==> config.mk <==
export PLATFORM = sky130hd
export DESIGN_NAME = fprint_arbiter
export DESIGN_NICKNAME = d
export VERILOG_FILES = /design/src/rtl/fprint_arbiter.sv
export SDC_FILE = /design/constraint.sdc
export NUM_CORES = 1
export LEC_CHECK = 0
export CORE_UTILIZATION = 32
export CTS_BUF_LIST = sky130_fd_sc_hd__clkbuf_4 sky130_fd_sc_hd__clkbuf_8
export DETAILED_ROUTE_END_ITERATION = 8
export GPL_ROUTABILITY_DRIVEN = 0
export PLACE_DENSITY = 0.87
export SYNTH_ARGS = -nofsm -noshare
export SYNTH_HDL_FRONTEND = slang
export SYNTH_SLANG_ARGS = --single-unit
==> constraint.sdc <==
create_clock -name clk -period 4.02 [get_ports clk]
set_clock_uncertainty 0.1 [all_clocks]
set_input_delay 0.804 -clock clk [delete_from_list [all_inputs] [get_ports clk]]
set_output_delay 0.804 -clock clk [all_outputs]
set_load 0.05 [all_outputs]
==> src/rtl/fprint_arbiter.sv <==
// Round-robin arbiter sharing one comparator fingerprint write port among NUM_CORES cores.
// The low/high fingerprint halves are kept atomic, and a watchdog breaks a lock abandoned after the low half.
module fprint_arbiter #(
  parameter int NUM_CORES    = 4,
  parameter int ADDR_WIDTH   = 8,
  parameter int DATA_WIDTH   = 32,
  parameter int CRC_OFFSET   = 4,
  parameter int LOCK_TIMEOUT = 16
) (
  input  logic                            clk,
  input  logic                            reset,
  input  logic [NUM_CORES*4-1:0]          core_address,
  input  logic [NUM_CORES-1:0]            core_write,
  input  logic [NUM_CORES*DATA_WIDTH-1:0] core_writedata,
  output logic [NUM_CORES-1:0]            core_waitrequest,
  output logic [ADDR_WIDTH-1:0]           fprint_address,
  output logic                            fprint_write,
  output logic [DATA_WIDTH-1:0]           fprint_writedata,
  input  logic                            fprint_waitrequest,
  output logic                            grant_valid,
  output logic [3:0]                      grant_id,
  output logic                            lock_timeout,
  output logic [NUM_CORES-1:0]            timeout_status,
  input  logic [NUM_CORES-1:0]            clear_timeout
);
  localparam int PW = $clog2(NUM_CORES);
  localparam int CW = $clog2(LOCK_TIMEOUT);

  typedef enum logic [1:0] {S_IDLE, S_XFER, S_HOLD} state_t;

  state_t                state_q;
  logic [PW-1:0]         gid_q, rr_q;
  logic [CW-1:0]         cnt_q;
  logic                  lock_to_q;
  logic [NUM_CORES-1:0]  tstat_q, tstat_d;

  logic [3:0]            off_a [NUM_CORES];
  logic [DATA_WIDTH-1:0] dat_a [NUM_CORES];

  for (genvar i = 0; i < NUM_CORES; i++) begin : g_unpack
    assign off_a[i] = core_address[4*i +: 4];
    assign dat_a[i] = core_writedata[DATA_WIDTH*i +: DATA_WIDTH];
  end

  logic                  own_wr, xfer, done, low_half, timeout_hit, pick_hit;
  logic [3:0]            own_off;
  logic [DATA_WIDTH-1:0] own_dat;
  logic [PW-1:0]         rr_next, pick_id;
  logic [NUM_CORES-1:0]  req_rot;

  assign own_wr   = core_write[gid_q];
  assign own_off  = off_a[gid_q];
  assign own_dat  = dat_a[gid_q];
  assign xfer     = (state_q == S_XFER);
  assign done     = xfer && own_wr && !fprint_waitrequest;
  assign low_half = (own_off == 4'(CRC_OFFSET)) && !own_dat[5];
  assign rr_next  = (gid_q == PW'(NUM_CORES-1)) ? '0 : gid_q + 1'b1;

  assign timeout_hit = (state_q == S_HOLD) && !own_wr && (cnt_q == CW'(LOCK_TIMEOUT-1));
  // Set takes priority over a same-cycle clear.
  assign tstat_d = (tstat_q & ~clear_timeout) |
                   (timeout_hit ? (NUM_CORES'(1) << gid_q) : '0);

  // Rotate requests so bit 0 is the core at rr_q; the lowest set bit wins.
  assign req_rot = NUM_CORES'({core_write, core_write} >> rr_q);

  always_comb begin
    pick_hit = 1'b0;
    pick_id  = '0;
    for (int j = NUM_CORES-1; j >= 0; j--) begin
      if (req_rot[j]) begin
        pick_hit = 1'b1;
        pick_id  = PW'((int'(rr_q) + j >= NUM_CORES) ? int'(rr_q) + j - NUM_CORES
                                                     : int'(rr_q) + j);
      end
    end
  end

  always_ff @(posedge clk) begin
    if (!reset) begin
      state_q   <= S_IDLE;
      gid_q     <= '0;
      rr_q      <= '0;
      cnt_q     <= '0;
      lock_to_q <= 1'b0;
      tstat_q   <= '0;
    end else begin
      lock_to_q <= timeout_hit;
      tstat_q   <= tstat_d;
      case (state_q)
        S_IDLE: if (pick_hit) begin
          gid_q   <= pick_id;
          state_q <= S_XFER;
        end
        S_XFER: if (done) begin
          if (low_half) begin
            state_q <= S_HOLD;
            cnt_q   <= '0;
          end else begin
            state_q <= S_IDLE;
            rr_q    <= rr_next;
          end
        end
        S_HOLD: begin
          if (own_wr) begin
            state_q <= S_XFER;
          end else if (timeout_hit) begin
            state_q <= S_IDLE;
            rr_q    <= rr_next;
          end else begin
            cnt_q <= cnt_q + 1'b1;
          end
        end
        default: state_q <= S_IDLE;
      endcase
    end
  end

  always_comb begin
    core_waitrequest = '1;
    if (xfer) core_waitrequest[gid_q] = fprint_waitrequest;
  end

  assign fprint_write     = xfer && own_wr;
  assign fprint_address   = xfer ? ADDR_WIDTH'({gid_q, own_off}) : '0;
  assign fprint_writedata = xfer ? own_dat : '0;
  assign grant_valid      = (state_q != S_IDLE);
  assign grant_id         = 4'(gid_q);
  assign lock_timeout     = lock_to_q;
  assign timeout_status   = tstat_q;
endmodule

==> summary.md <==
| Metric | Value |
|---|---|
| Worst max-slew margin expressed relative to the limit | 43.6% |
| Switching power | 335 uW |
| Delay contributed by the slowest stage of the critical path | between 0.7 and 0.8 ns |
| TritonCTS clock tree | built |
| Compound-Gate Fraction of Synth Area | between 8 and 9% |
| Start point of the critical path | core_write[3] |
| Endpoint arrival time on the critical path | 2.84 ns |
| Slowest stage cell, crit path | sky130_fd_sc_hd__clkdlybuf4s50_1 |
| Filler cell count in the final layout | 455 |
| Fraction of final layout cells with drive strength greater than 1 | 14.1% |
| Max Used Layer | met4 |
| Most frequent cell on the critical path | sky130_fd_sc_hd__clkdlybuf4s50_1 |
| Required time at the endpoint of the critical path | between 3 and 4 ns |
| Post-CTS Hold Buffers | 0 |
| Category of the most critical setup path | in2out |
| Transition time at the pin with the least slew margin | 0.847 ns |
| Antenna-violating nets left | 0 |
| Achievable clock frequency | approximately 0.27 GHz |
| Number of endpoints failing setup at the final stage | 0 |
| Number of warning messages in the yosys log | 0 |
| Cts bufs inserted | 3 |
| Proportion of total power due to net switching | 39.6% |
| Fraction of the mapped netlist area in adder cells | 3.15% |
| DRC violations left | 0 |
| Post-DR vias/cell | 5.17 |
| Inserted Diodes | 0 |
| Count of buffers added by post-CTS timing repair for setup | 0 |
| Synth unique cells | 40 |
| Mean Syn Cell Area | 10.3 sq um |
| Net count, final | 550 |
| Total power | about 850 uW |
| Antenna violations before repair | 0 |
| Outcome | complete, no violations |
| Cell class contributing the biggest share of worst-path delay | buffers and inverters |
| Sum of net half-perimeters after detailed placement | around 7000 microns |
| Register area share after synthesis | around 15% |
| Multi-input gate area in the final layout | 1580 sq um |
| Post-cts sizing count | 0 |
| Critical path depth in cells | 4 |
| Sink count of the clock tree | 15 |
| H-tree levels | 1 |
| Flop pwr share | 18.9% |
| Total met3 wirelength after detailed routing | 648 microns |
| Clock network fraction of total power | 14.8% |
| Die width | 80.8 microns |
| Die boundary height | 80.8 microns |
| Clk root buf | sky130_fd_sc_hd__clkbuf_8 |
| Number of global-route vias before repair | about 2500 |
| Largest net degree at the start of global routing | 43 |
| Tcrit/Tclk final | 93.0% |
| Skew-Pair Late Insertion Delay | ~0.26 ns |
| Capture instance of the worst register-to-register path | rr_q[0] |
| Vias post-DR | 2399 |
| Synthesized netlist cell count | 192 |
| Metal-1 WL | 2780 microns |
| Drt first-iter violations | 93 |
| Met2 Wirelength | approximately 4700 microns |
| Post-Route Setup TNS | 0 ns |
| Simple logic cell fraction of the synthesized area | 24.8% |
| Register bit count reported by yosys | 15 |
| Cell internal power dissipation | 512 uW |
| Portion of total power attributed to combinational logic | ~66% |
| Peak fanout along the critical path | 8 |
| Wire length of the first global-routing pass | ~12000 microns |
| Max IR drop VDD | 182 uV |
| Final Slew Violations | 0 |
| Die Outline Area | 6520 sq um |
| Multiplexer fraction of the synthesized cell area | 42.5% |
| Largest family of logic cells by synthesized area | multiplexers |
| Final min period | approximately 3.7 ns |
| Crit path capture | fprint_write |
| Number of placement rows | 28 |
| Initial standard-cell utilization of the core | 33.3% |
| Register area | a little over 300 sq um |
| Post-Syn Area | 1990 sq um |
| Core outline area | 5960 sq um |
| R2R cell count | 5 |
| Detail-routed net length per standard cell | 17.9 microns |
| Max capacitance violation total | 0 |
| Count of pins on the block boundary | 210 |
| Total length of routed wires | 8320 microns |
| Number of iterations in the first detailed-routing pass | 4 |
| Reg clk slew, reported paths | 0.06 ns |
| GR Util All Layers | 24.8% |
| Leak pwr | 0.00141 uW |
| Post-Synth XOR/XNOR Area | 0% |
| Power per standard cell area | a little over 200 nW/um^2 |
| R2R Path Start | gid_q[0] |
| Hold violation count in the final report | 0 |
| Number of buffer and inverter instances along the worst setup path | 2 |
| Crit end category | output port |
| Number of buffers added on ports | 205 |
| Overflow left after global routing | 0 |
| Worst Hold Class | reg2reg |
| Unrepaired setup endpoints after global routing | false |
| Worst setup slack for register-to-register paths | 1.65 ns |
| Fraction of the core area covered by cells at the end of the flow | 69.2% |
| Element type at the critical path start | primary input |
| Clock tree buffer depth | 2 |
| Area overhead of the layout relative to synthesis | 108% |
| Ordered cell list for the critical path | clkdlybuf4s50_1 -> mux4_2 -> nor2b_1 -> clkdlybuf4s50_1 |
through the flow:
stage	cells	cell area, sq um	hold WS [ns]	setup slack (ns)
after floorplan	195	2000	0.345	0.702
after global placement	460	4080	0.357	0.314
after detailed placement	460	4080	0.370	0.298
after CTS	464	4120	0.385	0.285
after global routing	464	4120	0.409	0.257
final	464	4120	0.384	0.281
synth_stat cells (all sizes together):
master / count / area, sq um
a21o: 1 / 7.51
mux4: 37 / 833
or2: 1 / 6.26
mux2: 1 / 11.3
nand3: 5 / 25.0
nor3: 3 / 31.3
conb: 1 / 3.75
ha: 5 / 62.6
a21oi: 9 / 45.0
o22ai: 3 / 18.8
or4: 1 / 7.51
nor3b: 1 / 12.5
clkbuf: 6 / 22.5
nor2b: 43 / 269
buf: 12 / 72.6
a211o: 1 / 8.76
and3: 1 / 6.26
o2bb2ai: 1 / 8.76
a221oi: 1 / 8.76
a31oi: 1 / 6.26
inv: 5 / 18.8
nor2: 10 / 40.0
nor4: 3 / 25.0
or2b: 1 / 7.51
dfxtp: 15 / 300
o41ai: 1 / 8.76
nand2b: 3 / 18.8
and2: 1 / 6.26
nand2: 10 / 37.5
o21ai: 7 / 35.0
o32ai: 1 / 16.3
clkinv: 1 / 3.75
routing by layer:
metal / track usage, % / up-vias
met5: 0 / -
met4: 8.39 / 0
met3: 5.62 / 17
met2: 48.3 / 118
met1: 25.9 / 1150
li1: - / 1114
how the worst min path moves through the flow:
| stage | start | to | cells after the start |
|---|---|---|---|
| 2_1_floorplan | cnt_q[3] | cnt_q[3] | 1 |
| 3_3_place_gp | cnt_q[1] | cnt_q[1] | 2 |
| 3_5_place_dp | cnt_q[0] | cnt_q[0] | 1 |
| 4_1_cts | cnt_q[0] | cnt_q[0] | 1 |
| 5_1_grt | cnt_q[0] | cnt_q[0] | 1 |
| 6_report | cnt_q[0] | cnt_q[0] | 1 |
cell usage in the layout, fill, tap and decap left out, types with 2 or more instances in the layout:
master / instances
sky130_fd_sc_hd__nand2b_1: 2
sky130_fd_sc_hd__inv_1: 5
sky130_fd_sc_hd__nand2_1: 10
sky130_fd_sc_hd__nor2_1: 9
sky130_fd_sc_hd__conb_1: 4
sky130_fd_sc_hd__o22ai_1: 3
sky130_fd_sc_hd__a21oi_1: 9
sky130_fd_sc_hd__nor2b_1: 43
sky130_fd_sc_hd__nand3_1: 5
sky130_fd_sc_hd__dfxtp_1: 13
sky130_fd_sc_hd__buf_4: 3
sky130_fd_sc_hd__nor4_1: 2
sky130_fd_sc_hd__ha_1: 5
sky130_fd_sc_hd__o21ai_1: 2
sky130_fd_sc_hd__clkbuf_8: 3
sky130_fd_sc_hd__clkdlybuf4s50_1: 205
sky130_fd_sc_hd__o21ai_0: 5
sky130_fd_sc_hd__mux4_2: 37
sky130_fd_sc_hd__dfxtp_2: 2
state kept, by name, summed over array words and instances, names as in the netlist:
signal / flops
rr_q: 2
gid_q: 2
lock_timeout: 1
timeout_status: 4
cnt_q: 4
state_q: 2
area by class of cell:
cell class / count / share of cell area [%]
inverters: 6 / 0.546
clock buffers: 3 / 1.00
well taps: 75 / 2.28
flip-flops and latches: 15 / 7.35
multi-input cells: 156 / 38.4
clock inverters: 1 / 0.121
repair buffers: 208 / 50.3
worst reg2reg max path, stage by stage, from the launching register on:
cell	delay, ns
sky130_fd_sc_hd__dfxtp_2	0.32
sky130_fd_sc_hd__buf_4	0.33
sky130_fd_sc_hd__mux4_2	0.67
sky130_fd_sc_hd__nor3_2	0.41
sky130_fd_sc_hd__o2bb2ai_1	0.19
sky130_fd_sc_hd__o41ai_1	0.25
kinds of logic (layout without fill, tap and decap cells):
kind of cell               count (synthesis)  count (layout)
AOI/OAI and AO/OA                         26              26
adders and majority gates                  5               5
buffers and inverters                     24             218
DFF                                       15              15
muxes                                     38              38
other                                      1               4
and+or+nand+nor                           83              83
power by group through the flow:
stage	clock network, uW	logic [uW]	registers [uW]
floorplan	0	310	163
global placement	0	551	163
detailed placement	0	562	164
CTS	128	564	161
global route	135	589	161
finish	126	561	161
(Power assumes the default switching activity.)
